File: src/rtl/reg_file_pkg.sv
// Shared constants and types for the architectural register file.
package reg_file_pkg;

    localparam int REG_COUNT  = 32;
    localparam int REG_ADDR_W = 5;

    // Hardwired-zero register address and the last index the clear sweep touches.
    localparam logic [REG_ADDR_W-1:0] REG_ZERO = 5'd0;
    localparam logic [REG_ADDR_W-1:0] REG_LAST = 5'(REG_COUNT - 1);

    // Clear engine states.
    typedef enum logic {
        IDLE  = 1'b0,
        CLEAR = 1'b1
    } clr_state_e;

endpackage

File: src/rtl/reg_file_read_port.sv
// One combinational read port: address-0 masking plus optional write bypass.
module reg_file_read_port
    import reg_file_pkg::*;
#(
    parameter int size   = 32,
    parameter bit BYPASS = 1'b1
) (
    input  logic [size-1:0]       i_regs [REG_COUNT],
    input  logic [REG_ADDR_W-1:0] i_raddr,
    input  logic                  i_we,
    input  logic [REG_ADDR_W-1:0] i_waddr,
    input  logic [size-1:0]       i_wdata,
    input  clr_state_e            i_state,
    output logic [size-1:0]       o_rdata
);

    logic w_bypass_hit;

    // A same-cycle write is forwarded only when it would actually commit.
    always_comb begin
        w_bypass_hit = BYPASS && i_we && (i_raddr == i_waddr) &&
                       (i_raddr != REG_ZERO) && (i_state == IDLE);
        if (i_raddr == REG_ZERO) begin
            o_rdata = '0;
        end else if (w_bypass_hit) begin
            o_rdata = i_wdata;
        end else begin
            o_rdata = i_regs[i_raddr];
        end
    end

endmodule

File: src/rtl/reg_file.sv
// 32-entry register file: two read ports, one write port, r0 hardwired to
// zero, a sequenced clear sweep and a raw (never bypassed) debug read port.
module reg_file
    import reg_file_pkg::*;
#(
    parameter int size   = 32,
    parameter bit BYPASS = 1'b1
) (
    input  logic                  clk,
    input  logic                  reset_n,
    input  logic [REG_ADDR_W-1:0] raddr_a,
    output logic [size-1:0]       rdata_a,
    input  logic [REG_ADDR_W-1:0] raddr_b,
    output logic [size-1:0]       rdata_b,
    input  logic                  we,
    input  logic [REG_ADDR_W-1:0] waddr,
    input  logic [size-1:0]       wdata,
    input  logic                  clr,
    output logic                  busy,
    input  logic [REG_ADDR_W-1:0] dbg_addr,
    output logic [size-1:0]       dbg_data
);

    // Entry 0 is never stored; it is presented as constant zero below.
    logic [size-1:0]       r_regs [1:REG_COUNT-1];
    logic [size-1:0]       w_regs [REG_COUNT];
    clr_state_e            r_state;
    logic [REG_ADDR_W-1:0] r_idx;

    // Storage, write port and clear sweep share one sequential process so the
    // sweep's zeroing and the write port can never drive the same entry twice.
    always_ff @(posedge clk or negedge reset_n) begin
        if (!reset_n) begin
            for (int i = 1; i < REG_COUNT; i++) begin
                r_regs[i] <= '0;
            end
            r_state <= IDLE;
            r_idx   <= '0;
        end else begin
            case (r_state)
                IDLE: begin
                    if (we && (waddr != REG_ZERO)) begin
                        r_regs[waddr] <= wdata;
                    end
                    if (clr) begin
                        r_state <= CLEAR;
                        r_idx   <= 5'd1;
                    end
                end
                CLEAR: begin
                    r_regs[r_idx] <= '0;
                    if (r_idx == REG_LAST) begin
                        r_state <= IDLE;
                        r_idx   <= '0;
                    end else begin
                        r_idx <= r_idx + 5'd1;
                    end
                end
                default: begin
                    r_state <= IDLE;
                    r_idx   <= '0;
                end
            endcase
        end
    end

    // Flat view of the file with the hardwired zero in slot 0.
    always_comb begin
        w_regs[0] = '0;
        for (int i = 1; i < REG_COUNT; i++) begin
            w_regs[i] = r_regs[i];
        end
    end

    assign busy = (r_state == CLEAR);

    reg_file_read_port #(.size(size), .BYPASS(BYPASS)) u_port_a (
        .i_regs  (w_regs),
        .i_raddr (raddr_a),
        .i_we    (we),
        .i_waddr (waddr),
        .i_wdata (wdata),
        .i_state (r_state),
        .o_rdata (rdata_a)
    );

    reg_file_read_port #(.size(size), .BYPASS(BYPASS)) u_port_b (
        .i_regs  (w_regs),
        .i_raddr (raddr_b),
        .i_we    (we),
        .i_waddr (waddr),
        .i_wdata (wdata),
        .i_state (r_state),
        .o_rdata (rdata_b)
    );

    // Debug view shows raw stored contents only.
    reg_file_read_port #(.size(size), .BYPASS(1'b0)) u_port_dbg (
        .i_regs  (w_regs),
        .i_raddr (dbg_addr),
        .i_we    (1'b0),
        .i_waddr (REG_ZERO),
        .i_wdata ('0),
        .i_state (r_state),
        .o_rdata (dbg_data)
    );

endmodule

File: config.mk
export PLATFORM = sky130hd
export DESIGN_NAME = reg_file
export DESIGN_NICKNAME = d
export VERILOG_FILES = /design/src/rtl/reg_file_pkg.sv /design/src/rtl/reg_file_read_port.sv /design/src/rtl/reg_file.sv
export SDC_FILE = /design/constraint.sdc
export NUM_CORES = 2
export LEC_CHECK = 0
export CAP_MARGIN = 40
export CELL_PAD_IN_SITES_DETAIL_PLACEMENT = 0
export CELL_PAD_IN_SITES_GLOBAL_PLACEMENT = 1
export CORE_MARGIN = 1
export CORE_UTILIZATION = 30
export CTS_CLUSTER_SIZE = 16
export DETAILED_ROUTE_END_ITERATION = 10
export GPL_TIMING_DRIVEN = 0
export PLACE_DENSITY = 0.55
export SETUP_SLACK_MARGIN = 0.15
export SYNTH_ARGS = -nofsm -noshare
export SYNTH_HDL_FRONTEND = slang
export SYNTH_SLANG_ARGS = --single-unit
File: constraint.sdc
create_clock -name clk -period 13.3 [get_ports clk]
set_input_delay 3.99 -clock clk [delete_from_list [all_inputs] [get_ports clk]]
set_output_delay 3.99 -clock clk [all_outputs]
set_load 0.01 [all_outputs]
-- Word level (Yosys, flattened, before mapping)
Index checks and enable logic that the tools add are counted.
- add/sub/neg operators: 1
- magnitude comparators: 7
- equality and inequality tests: 5
- mux-type cells: 27
- bitwise gates (word level): 8
- reduce and logical (&&, ||, !) cells: 15
- operator list (kind ; number):
    $pmux 992 s2 ; 1
    $and 992x992->992 ; 1
    $bwmux 992 ; 1
    $mux 992 ; 1
    $not 992->992 ; 1
    $bmux 32 s5 ; 3
    $mux 32 ; 13
    $demux 32 s5 ; 2
    $ge 6x6->1 const B ; 5
    $not 5->6 ; 5
    $logic_not 5->1 ; 3
    $reduce_bool 5->1 ; 3
    $lt 6x1->1 const B ; 2
    $eq 5x5->1 ; 2
    $mux 5 ; 2
    $pmux 5 s2 ; 1
    $logic_and 1x1->1 ; 9
    $add 5x1->5 const B ; 1
    $eq 5x5->1 const B ; 1
    $ne 2x2->1 const B ; 2
    $mux 1 ; 2
    $pmux 1 s2 ; 1
    $not 1->1 ; 1
- register bits after elaboration: 998
- word-level logic and storage cells: 96

-- Longest topological paths before layout
- word-level depth: 8
- mapped depth: 9
- depth with buffers taken out: 5

-- By module
Synthesis repeated with hierarchy kept, for this count alone.
- cells, all modules: 4920
- area, all modules: 63712.4 sq um
- by module, submodules not included (module ; instances ; cells each ; area an instance (sq um) ; sequential area each (sq um)):
    reg_file ; 1 ; 2512 ; 36959.2 ; 24974.0
    reg_file_read_port (u_port_a ...) ; 2 ; 872 ; 9192.6 ; 0.0
    reg_file_read_port (u_port_dbg) ; 1 ; 664 ; 8368.0 ; 0.0

-- Worst setup path after synthesis
OpenSTA, ideal clock, no wires.
- kind: input to output
- start: input dbg_addr[2]
- end: output dbg_data[23]
- data arrival time: 5895 ps
- data required time: 9310 ps
- setup slack: 3415 ps
- cell stages on the path: 6
- path buffers: 3
- cell sequence: buf_2 -> clkbuf_1 -> clkbuf_1 -> mux4_2 -> mux4_2 -> mux2_2
- cells in the longest elaborated chain, start to end: 5
- RTL lines (what ; RTL line ; RTL):
    start: declaration ; reg_file.sv:20 ; input logic [REG_ADDR_W-1:0] dbg_addr,
    $not 5->6 (not written as such) ; reg_file_read_port.sv:28 ; o_rdata = i_regs[i_raddr];
    $bmux 32 s5 ; reg_file_read_port.sv:28 ;
    $mux 32 (not written as such) (2 in a row) ; reg_file_read_port.sv:28 ;
    $mux 32 * ; reg_file_read_port.sv:23 ; if (i_raddr == REG_ZERO) begin
    end: declaration ; reg_file.sv:21 ; output logic [size-1:0] dbg_data
Mark *: on every way between the ends. The rest lies on a longest branch, timed or not. The select of a mux whose other input is x is not followed.

-- Worst setup path after layout
- start: input raddr_b[2]
- end: output rdata_b[27]
- cells in the longest elaborated chain, start to end: 6
- RTL lines (what ; RTL line ; RTL):
    start: declaration ; reg_file.sv:13 ; input logic [REG_ADDR_W-1:0] raddr_b,
    $not 5->6 (not written as such) or $eq 5x5->1 (tied branches) ; reg_file_read_port.sv:28, reg_file_read_port.sv:21 ;
    $bmux 32 s5 or $logic_and 1x1->1 (tied branches) ; reg_file_read_port.sv:28, reg_file_read_port.sv:21 ;
    $mux 32 (not written as such) or $logic_and 1x1->1 (tied branches) ; reg_file_read_port.sv:28, reg_file_read_port.sv:21 ;
    $mux 32 (not written as such) or $logic_and 1x1->1 (tied branches) ; reg_file_read_port.sv:28, reg_file_read_port.sv:22 ;
    $mux 32 ; reg_file_read_port.sv:25 ; end else if (w_bypass_hit) begin
    $mux 32 * ; reg_file_read_port.sv:23 ;
    end: declaration ; reg_file.sv:14 ; output logic [size-1:0] rdata_b,
Marks and branches as above.

==> impl_metrics.tcl <==
set metrics [dict create \
    fillerInstances 20100 \
    cpLargestDelayFamily "buffers and inverters" \
    worst-endpoint-arrival_ns 8.26 \
    timing.critical_path.cells "clkdlybuf4s50_1, buf_2, buf_2, buf_1, mux4_2, a21oi_1, nor3_1, o221a_2, clkdlybuf4s50_1" \
    post_cts_hold_buffer_count 0 \
    synth_seq_area_share_pct 40.9 \
    ys.warnings.count 0 \
    dr_total_vias 52300 \
    drtIter0Drc 7060 \
    count_of_input_and_output_buffers 105 \
    leakage_nw 30.9 \
    grt_pass1_vias 51200 \
    synth.mux.area_fraction_pct 28.2 \
    post-route-period-util_pct 92.1 \
    clock_sink_count 998 \
    final_antenna_net_count 0 \
    synth-adder-area-share_pct 0.102 \
    place_congestion 0.965 \
    cts_resized 0 \
    cap_violations 0 \
    ff_latch_area_um2 25000 \
    final_core_util_pct 35.2 \
    largest_family_of_logic_cells_by_synthesized_area "multiplexers" \
    synthToLayoutAreaGrowth_pct 16.4 \
    rsz_0062_raised_after_global_routing "false" \
    timing_worst_setup_path_type "primary input to output pin" \
    grt_util_all_layers_pct 30.2 \
    grt_antenna_before_repair 26 \
    worstPathMaxFanout 10 \
    post_cts.repair.setup_buffers 0 \
    timing.clock.skew_ns 0.0226 \
    max-vdd-ir-drop_mv 0.107 \
    hpwlAfterDp_mm 242 \
    drt_wl_total_mm 316 \
    grt_max_degree 154 \
    setup_viol_count_final 0 \
    io_pins 153 \
    clock_pin_slew_reported_for_the_worst_setup_and_hold_paths_after_clock_tree_synthesis_ns 0.06 \
    die_width_um 453 \
    height_of_the_chip_um 453 \
    routed_via_density 6.39 \
    post_route_cells_drive_above_1_share_pct 19.1 \
    syn_nets 5124 \
    powerDensity_nw_per_um2 148 \
    critical_path.n_buffers_inverters 5 \
    multi_input_area_um2 33400 \
    die_area_um2 205000 \
    total_congestion_overflow_after_global_routing 0 \
    cts-root-to-sink-buffers 3 \
    crit_path_max_incr_delay_ns 0.68 \
    synth.distinct_cells 37 \
    critical_path.slowest_cell "sky130_fd_sc_hd__buf_1" \
    critPathRequiredTime_ns 9.31 \
    fmaxAchievable_mhz 81.6 \
    postSynthRegisterBits 998 \
    synth-xor-area-share_pct 0.172 \
    worst_skew_pair.late_latency_ns 0.80 \
    cp-start-kind "primary input" \
    grt_first_pass_wirelength_mm 432 \
    outcome "completed" \
    number_of_rows_in_the_core_area 165 \
    critPathCaptureType "output pin" \
    drt_pass1_iterations 6 \
    hold_viol 0 \
    drc_errors 0 \
    tritoncts "built" \
    syn_avg_cell_area_um2 12.1 \
    final_number_of_max_transition_violations 0 \
    cts_root_buffer "sky130_fd_sc_hd__clkbuf_16" \
    synthCells 5063 \
    timing.max_slew.rel_slack_pct 29.8 \
    worstHoldPathType "register to register" \
    floorplan.initialDensity_pct 30.2 \
    fin_tns_setup_ns 0 \
    htreeDepth 3 \
    netlist_area_um2 61100 \
    worst_pin_slew_ns 1.05 \
    fin_nets 5455 \
    wl_per_cell_um 38.6 \
    synthSimpleGateAreaFrac_pct 4.32 \
    core_area_um2 202000 \
    share_of_the_synthesized_area_in_compound_gates_ao_oa_aoi_oai_pct 21.8 \
    cts-buffers-inserted 119 \
    final_critical_path_time_including_i_o_delays_and_setup_ns 12.25 \
]
-- cell type report --
class	instances	share of cell area (%)
multi-input cells	3388	46.9
flip-flops and latches	998	35.1
clock buffers	174	5.01
well taps	2672	4.70
plain buffers	670	3.84
repair buffers	210	3.36
clock inverters	47	0.996
diodes	15	0.0528
inverters	7	0.0369
-- cell usage after synthesis --
master                     count  share of area [%]
sky130_fd_sc_hd__a21oi_1     285                2.3
sky130_fd_sc_hd__a221o_1      62                1.0
sky130_fd_sc_hd__a22o_1     1023                 15
sky130_fd_sc_hd__a22oi_1     130                1.6
sky130_fd_sc_hd__a31oi_1       2              0.020
sky130_fd_sc_hd__and2_1        6              0.061
sky130_fd_sc_hd__and3_1        7              0.072
sky130_fd_sc_hd__buf_1        77               0.47
sky130_fd_sc_hd__buf_2       121               0.99
sky130_fd_sc_hd__buf_4        14               0.17
sky130_fd_sc_hd__buf_6         2              0.037
sky130_fd_sc_hd__clkbuf_1    456                2.8
sky130_fd_sc_hd__dfrtp_1     998                 41
sky130_fd_sc_hd__ha_1          5               0.10
sky130_fd_sc_hd__inv_1         7              0.043
sky130_fd_sc_hd__mux2_2      128                2.4
sky130_fd_sc_hd__mux2i_1     640                 10
sky130_fd_sc_hd__mux4_2      416                 15
sky130_fd_sc_hd__nand2_1     145               0.89
sky130_fd_sc_hd__nand2b_1     69               0.71
sky130_fd_sc_hd__nand3_1     195                1.6
sky130_fd_sc_hd__nand3b_1      5              0.061
sky130_fd_sc_hd__nor2_1       36               0.22
sky130_fd_sc_hd__nor2b_1       8              0.082
sky130_fd_sc_hd__nor3_1       68               0.56
sky130_fd_sc_hd__nor4_1        2              0.020
sky130_fd_sc_hd__o21ai_0      10              0.082
sky130_fd_sc_hd__o221a_2      62                1.1
sky130_fd_sc_hd__o221ai_1     62               0.89
sky130_fd_sc_hd__o22a_1        2              0.029
sky130_fd_sc_hd__o31a_1        1              0.014
sky130_fd_sc_hd__o31ai_1       1              0.012
sky130_fd_sc_hd__o32ai_1       2              0.029
sky130_fd_sc_hd__or3_1         2              0.020
sky130_fd_sc_hd__or3b_2        2              0.029
sky130_fd_sc_hd__xnor2_1       2              0.029
sky130_fd_sc_hd__xor2_1       10               0.14
-- layout by cell type (no fill, tap or decap), drive strengths merged, types with 6 or more instances in the layout --
master	count
a22o	1023
dfrtp	998
a22oi	130
nand2b	69
mux2	128
nor2	36
nor2b	8
xor2	10
mux4	416
buf	320
clkinv	25
mux2i	640
diode	15
o221a	62
clkdlybuf4s50	104
and2	6
nand3	195
inv	8
clkbuf	630
o221ai	62
nand2	145
o21ai	10
a21oi	285
a221o	62
and3	7
bufinv	17
nor3	68
-- flip-flops by register name, summed over array words and instances, names as in the netlist --
register	flops
r_idx	5
busy	1
r_regs	992
-- cell families (layout without fill, tap and decap cells) --
| kind of cell | after synthesis | in the layout |
|---|---|---|
| compound gates | 1642 | 1642 |
| mux | 1184 | 1184 |
| flops | 998 | 998 |
| buf+inv | 677 | 1108 |
| simple gates | 545 | 545 |
| xor+xnor | 12 | 12 |
| fa+ha+maj | 5 | 5 |
| other cells | 0 | 15 |
-- per-stage QoR --
step / hold slack (ns) / cell area (µm²) / setup WS (ns) / power (mW) / instances
after floorplan: 0.493 / 61100 / 3.42 / 5.59 / 5063
after global placement: 0.512 / 65500 / -39.51 / 6.75 / 7840
after detailed placement: 0.521 / 66800 / 1.20 / 6.82 / 7945
after CTS: 0.540 / 71100 / 1.19 / 10.5 / 8166
after global routing: 0.558 / 71100 / 1.06 / 10.8 / 8176
final: 0.540 / 71100 / 1.05 / 10.5 / 8181
-- power breakdown --
group          total, mW  internal [mW]  switching, mW
Combinational       2.75           1.22           1.53
Sequential          4.13           3.53          0.609
Clock               3.66           2.17           1.48
-- worst paths after layout --
check                           slack (ns)           to  depth (start not counted)         from
worst min register to register        0.54  r_regs[868]                          1  r_regs[868]
max in group asynchronous             7.99  r_regs[766]                          4      reset_n
worst max-delay path                  1.05  rdata_b[27]                          9   raddr_b[2]
min in group asynchronous             3.23  r_regs[335]                          2      reset_n
worst min-delay path                  0.54  r_regs[868]                          1  r_regs[868]
worst max register to register        9.56  r_regs[366]                          7         busy
-- metal layers --
metal | vias to the layer above | routed length, µm | global-route usage [%] | share of wire, %
met5 | - | 38 | 0 | 0.012
met4 | 6 | 21800 | 18.1 | 6.9
met3 | 659 | 26000 | 5.40 | 8.2
met2 | 3066 | 140000 | 45.5 | 44
met1 | 27600 | 128000 | 40.3 | 41
li1 | 21000 | - | - | -
Note: power is estimated with default switching activity, not from simulation.
